### src/rtl/fpu_hazard_ctrl.sv
// ============================================================================
//  Module      : fpu_hazard_ctrl
//  Description : Hazard, forwarding and multi-cycle FPU sequencing control
//                for a 5-stage core, with saturating stall/flush counters.
//  Revision    : 1.0  initial release
// ============================================================================
`default_nettype none

module fpu_hazard_ctrl #(
   parameter int TAG_W = 6,
   parameter int LAT_W = 4,
   parameter int CNT_W = 16
) (
   input  logic             clk,
   input  logic             reset,
   input  logic [TAG_W-1:0] Rs1D,
   input  logic [TAG_W-1:0] Rs2D,
   input  logic [TAG_W-1:0] Rs3D,
   input  logic             fpuOpD,
   input  logic [TAG_W-1:0] Rs1E,
   input  logic [TAG_W-1:0] Rs2E,
   input  logic [TAG_W-1:0] RdE,
   input  logic             LoadE,
   input  logic             PCSrcE,
   input  logic             fpuStartE,
   input  logic [TAG_W-1:0] fpuRdE,
   input  logic [LAT_W-1:0] fpuLatE,
   input  logic [TAG_W-1:0] RdM,
   input  logic [TAG_W-1:0] RdW,
   input  logic             RegWriteM,
   input  logic             RegWriteW,
   output logic             StallF,
   output logic             StallD,
   output logic             FlushD,
   output logic             FlushE,
   output logic [1:0]       ForwardAE,
   output logic [1:0]       ForwardBE,
   output logic             fpuBusy,
   output logic             fpuDone,
   output logic             protoErr,
   output logic [CNT_W-1:0] stallCnt,
   output logic [CNT_W-1:0] flushCnt
);

   typedef enum logic [0:0] {
      IDLE = 1'b0,
      BUSY = 1'b1
   } state_t;

   state_t           r_state;
   state_t           w_nextState;
   logic [LAT_W-1:0] r_busyCnt;
   logic [LAT_W-1:0] w_nextCnt;
   logic [TAG_W-1:0] r_busyRd;
   logic [TAG_W-1:0] w_nextRd;
   logic             w_protoSet;
   logic             r_fpuDone;
   logic             r_protoErr;
   logic [CNT_W-1:0] r_stallCnt;
   logic [CNT_W-1:0] r_flushCnt;
   logic             w_lwStall;
   logic             w_fpuStall;
   logic             w_busy;

   // M result is younger than W, so it wins when both match.
   function automatic logic [1:0] fwdSel(input logic [TAG_W-1:0] src);
      if (RegWriteM && (RdM != '0) && (RdM == src))
         return 2'b10;
      else if (RegWriteW && (RdW != '0) && (RdW == src))
         return 2'b01;
      else
         return 2'b00;
   endfunction

   assign ForwardAE = fwdSel(Rs1E);
   assign ForwardBE = fwdSel(Rs2E);

   assign w_busy     = (r_busyCnt != '0);
   assign w_lwStall  = LoadE && (RdE != '0) &&
                       ((RdE == Rs1D) || (RdE == Rs2D) || (RdE == Rs3D));
   // Second term is the structural hazard: only one FPU op may be in flight.
   assign w_fpuStall = w_busy &&
                       (((r_busyRd != '0) &&
                         ((r_busyRd == Rs1D) || (r_busyRd == Rs2D) || (r_busyRd == Rs3D)))
                        || fpuOpD);

   assign StallF    = w_lwStall | w_fpuStall;
   assign StallD    = w_lwStall | w_fpuStall;
   assign FlushD    = PCSrcE;
   assign FlushE    = w_lwStall | w_fpuStall | PCSrcE;
   assign fpuBusy   = w_busy;
   assign fpuDone   = r_fpuDone;
   assign protoErr  = r_protoErr;
   assign stallCnt  = r_stallCnt;
   assign flushCnt  = r_flushCnt;

   always_comb begin
      w_nextState = r_state;
      w_nextCnt   = r_busyCnt;
      w_nextRd    = r_busyRd;
      w_protoSet  = 1'b0;
      case (r_state)
         IDLE: begin
            if (fpuStartE) begin
               w_nextCnt   = (fpuLatE == '0) ? LAT_W'(1) : fpuLatE;
               w_nextRd    = fpuRdE;
               w_nextState = BUSY;
            end
         end
         BUSY: begin
            // A start arriving on the done cycle is still a protocol error.
            w_nextCnt  = r_busyCnt - LAT_W'(1);
            w_protoSet = fpuStartE;
            if (r_busyCnt == LAT_W'(1))
               w_nextState = IDLE;
         end
         default: w_nextState = IDLE;
      endcase
   end

   always_ff @(posedge clk or negedge reset) begin
      if (!reset) begin
         r_state    <= IDLE;
         r_busyCnt  <= '0;
         r_busyRd   <= '0;
         r_fpuDone  <= 1'b0;
         r_protoErr <= 1'b0;
      end else begin
         r_state    <= w_nextState;
         r_busyCnt  <= w_nextCnt;
         r_busyRd   <= w_nextRd;
         r_fpuDone  <= (w_nextCnt == LAT_W'(1));
         r_protoErr <= r_protoErr | w_protoSet;
      end
   end

   always_ff @(posedge clk or negedge reset) begin
      if (!reset) begin
         r_stallCnt <= '0;
         r_flushCnt <= '0;
      end else begin
         if (StallD && (r_stallCnt != '1))
            r_stallCnt <= r_stallCnt + CNT_W'(1);
         if (FlushD && (r_flushCnt != '1))
            r_flushCnt <= r_flushCnt + CNT_W'(1);
      end
   end

endmodule

`default_nettype wire

### config.mk
export PLATFORM = sky130hd
export DESIGN_NAME = fpu_hazard_ctrl
export DESIGN_NICKNAME = d
export VERILOG_FILES = /design/src/rtl/fpu_hazard_ctrl.sv
export SDC_FILE = /design/constraint.sdc
export NUM_CORES = 1
export LEC_CHECK = 0
export ABC_AREA = 1
export BUFFER_PORTS_ARGS = -buffer_cell sky130_fd_sc_hd__buf_2
export CAP_MARGIN = 20
export CORE_MARGIN = 8
export CORE_UTILIZATION = 56
export CTS_CLUSTER_SIZE = 14
export DETAILED_ROUTE_END_ITERATION = 16
export HOLD_SLACK_MARGIN = 0.08
export PLACE_DENSITY = 0.87
export SLEW_MARGIN = 10
export SYNTH_ARGS = -nofsm -noshare
export SYNTH_HDL_FRONTEND = slang
export SYNTH_SLANG_ARGS = --single-unit
export TNS_END_PERCENT = 10
### constraint.sdc
create_clock -name clk -period 5.26 [get_ports clk]
set_clock_uncertainty 0.1 [all_clocks]
set_input_delay 1.315 -clock clk [delete_from_list [all_inputs] [get_ports clk]]
set_output_delay 1.315 -clock clk [all_outputs]
set_load 0.05 [all_outputs]
==> results.md <==
* Status: complete, no violations
* Critical path arrival at 2780 ps
* Max Slew Vio Count at 0
* Initial antenna violation count at 0
* Core area at roughly 0.006 mm^2
* Design Power at 0.00151 W
* Vias in the first global route at about 3400
* Most Crowded Layer GR: met2
* Seq/Total Area, Yosys at 33.4%
* DRC violation total after the first TritonRoute iteration at 108
* Post-synth EDFFs at 0
* Fin cells at around 680
* Number of setup buffers added after CTS at 0
* Final Hold Fails at 0
* Antenna cells at 0
* Worst skew pair latency at approximately 300 ps
* Pwr per Cell Area at 370 mW/mm^2
* Die ar. at ~0.0088 mm^2
* Met1 GRT Util at 23.6%
* Ports at 109
* Drt drc at 0
* Row count at 28
* Crit Path Class: input port to primary output
* P_leak at between 2 and 2.5 nW
* GRT Total Usage at about 20%
* Detailed Place HPWL at roughly 6900 um
* Max Cap Viol at 0
* WL final at 8790 um
* Unique cell type count in the Yosys netlist at 37
* M2 GR Usage at approximately 34%
* Crit-path slowest cell: nor3_1
* Root buf cell: clkbuf_8
* Syn avg cell area at 6.83 um^2
* Fill cells at approximately 500
* Reg power frac at 35.4%
* Synth cell count leaders: 153 x nand2_1, 75 x inv_1, 47 x nor2_1, 45 x dfrtp_1, 37 x nand3_1
* Setup TNS at 0 ps
* Clk slew on worst S/H paths at about 80 ps
* Cell taking the most area after synthesis: dfrtp_1
* Largest net degree at the start of global routing at 46
* Multi-input logic area at 0.00189 mm^2
* Post-route ant nets at 0
* Dominant cells by area after synthesis: dfrtp_1 33%, nand2_1 17%, inv_1 8.3%
* Fin crit period at around 4200 ps
* CTS Buf Count at 5
* # hold bufs at CTS at 0
* Slew Limit Headroom at 73.0%
* Synthesized flop and latch total at between 40 and 50
* Via count at 3488
* Post_cts resized at 0
* Least-Margin Pin Slew at ~400 ps
* Internal power at between 0.0007 and 0.0008 W
* Ys async rst share at 100%
* Critical Path Fanout Max at 24
* Crit-path cells: buf_2, inv_1, nor2_1, nor3_1, nand3_1, nand3_1, nand2_1, nand2_4, or2_2, buf_2
* Ys flop type: dfrtp_1
* Die width at 93.6 um
* CTS tree: built
* Net Sw Power at around 0.00074 W
* Most common cell in the netlist: nand2_1
* Gpl congestion at 0.970
* Synthesized area at around 0.0034 mm^2
* First-pass DRT Iterations at 5
* Hold WC Path Type: register to register
* Layout cell share with drive strength beyond 1 at 23.2%
* Initial core utilization at roughly 57%
* Syn. warnings at 0
* Req. time, crit path at around 3900 ps
* Worst Setup End Kind: primary output
* Clock buffer depth at 2
* Final period util at 79.8%
* Maximum vdd ir drop at ~0.36 mV
* Comb pwr share at 48.8%
* Synth-to-Final Area Change at 20.8%
* FMAX at approximately 0.24 GHz
* Placed Instances at 670
* Vias per cell at roughly 5.1
* H-tree depth at 2
* First-pass GRT wire length at about 14000 um
* RSZ-0062 raised after global routing: no
* Chip Height at around 94 um
* Sink Count at 45
* Met3 usage at roughly 5.2%
* Gr ovfl total at 0
* Clock share of power at 15.8%
* Sw frac at approximately half
* # port buffers at roughly 110
* Post-Syn Instances at 494
* CP peak stage delay at between 200 and 300 ps
* Startpoint Class: input port
* Final setup vio count at 0
* Nets@finish at approximately 670
* Mean routed wirelength per cell at between 10 and 15 um
* Total area of sequential cells at 0.00113 mm^2
* Syn Nets at 565
* Top cell type's share of synthesized area at about a third
==> flip-flops by register name, summed over array words and instances, names as in the netlist <==
register   flops
flushCnt      16
fpuDone        1
protoErr       1
r_busyCnt      4
r_busyRd       6
r_state        1
stallCnt      16
==> placed cells by master, fill, tap and decap left out <==
cell       instances
a21oi_1           14
nor2_2             2
nor4_1             7
o21ai_0            5
ha_1               5
nand2_1          153
nor2_1            47
nor3_4             1
a221oi_1           1
inv_1             75
nor3_1             6
buf_2            108
inv_2              6
clkinv_2           1
nor4_2             2
o22ai_1            5
dfrtp_1           45
nand2_4            1
nand3_2            1
nand3_1           37
a2111oi_0          1
or2_2              2
buf_12             1
a22oi_1            1
nor3b_1            1
nand3b_1           2
nor3_2             3
nand4_1           10
nand4_2            2
a211oi_1           1
o31ai_1            4
clkbuf_8           7
xnor2_1           13
nand2_2            3
o21bai_1           1
o2111ai_1          2
xor2_1            28
==> per-layer routing <==
layer  wire (um)  share of wire, %
met1        3650                42
met2        4270                49
met3         775               8.8
met4          89               1.0
met5           0                 0
==> final timing paths <==
| path | start | end | slack [ps] | cells past startpoint |
|---|---|---|---|---|
| worst max register to register | stallCnt[0] | stallCnt[15] | 3180 | 7 |
| worst min-delay path | protoErr | protoErr | 380 | 1 |
| worst max-delay path | RdE[3] | FlushE | 1060 | 10 |
| min in group asynchronous | reset | stallCnt[5] | 800 | 1 |
| worst min register to register | protoErr | protoErr | 380 | 1 |
| max in group asynchronous | reset | r_state | 3780 | 2 |
==> layout make-up <==
cell class | instances | area share, %
Clock inverter | 1 | 0.123
Timing Repair Buffer | 109 | 13.7
Multi-Input combinational cell | 361 | 46.4
Clock buffer | 7 | 2.36
Sequential cell | 45 | 27.6
Inverter | 81 | 7.46
Tap cell | 75 | 2.30
==> worst max-delay path, delay by kind of cell <==
family	cells	cell delay (ps)
and+or+nand+nor	7	1020
buffers and inverters	3	460
==> power groups by stage <==
stage	Sequential, W	Clock, W	Combinational, W
final	0.000536	0.000239	0.000737
after global routing	0.000551	0.000257	0.000809
after global placement	0.000537	0	0.000717
after detailed placement	0.000541	0	0.000736
after CTS	0.000535	0.000244	0.000740
after floorplan	0.000685	0	0.000414
==> through the flow <==
step                util, %  area, um^2  worst slack (ps)  hold slack [ps]
finish                 69.3        4080              1060              382
CTS                    68.9        4060              1080              392
floorplan                 -        3380              49.3              421
global placement       67.2        3960              1100              361
detailed placement     67.2        3960              1080              366
global route           69.3        4080               926              416
==> kinds of logic after synthesis <==
logic type / after synthesis / share of synthesized area, %
xor gates and xnor gates: 41 / 10.6
AOI/OAI and AO/OA: 35 / 6.34
adders and majority gates: 5 / 1.85
DFF: 45 / 33.4
and+or+nand+nor: 280 / 37.2
buffers and inverters: 88 / 10.6
No activity file was read; power rests on OpenSTA's default activity.
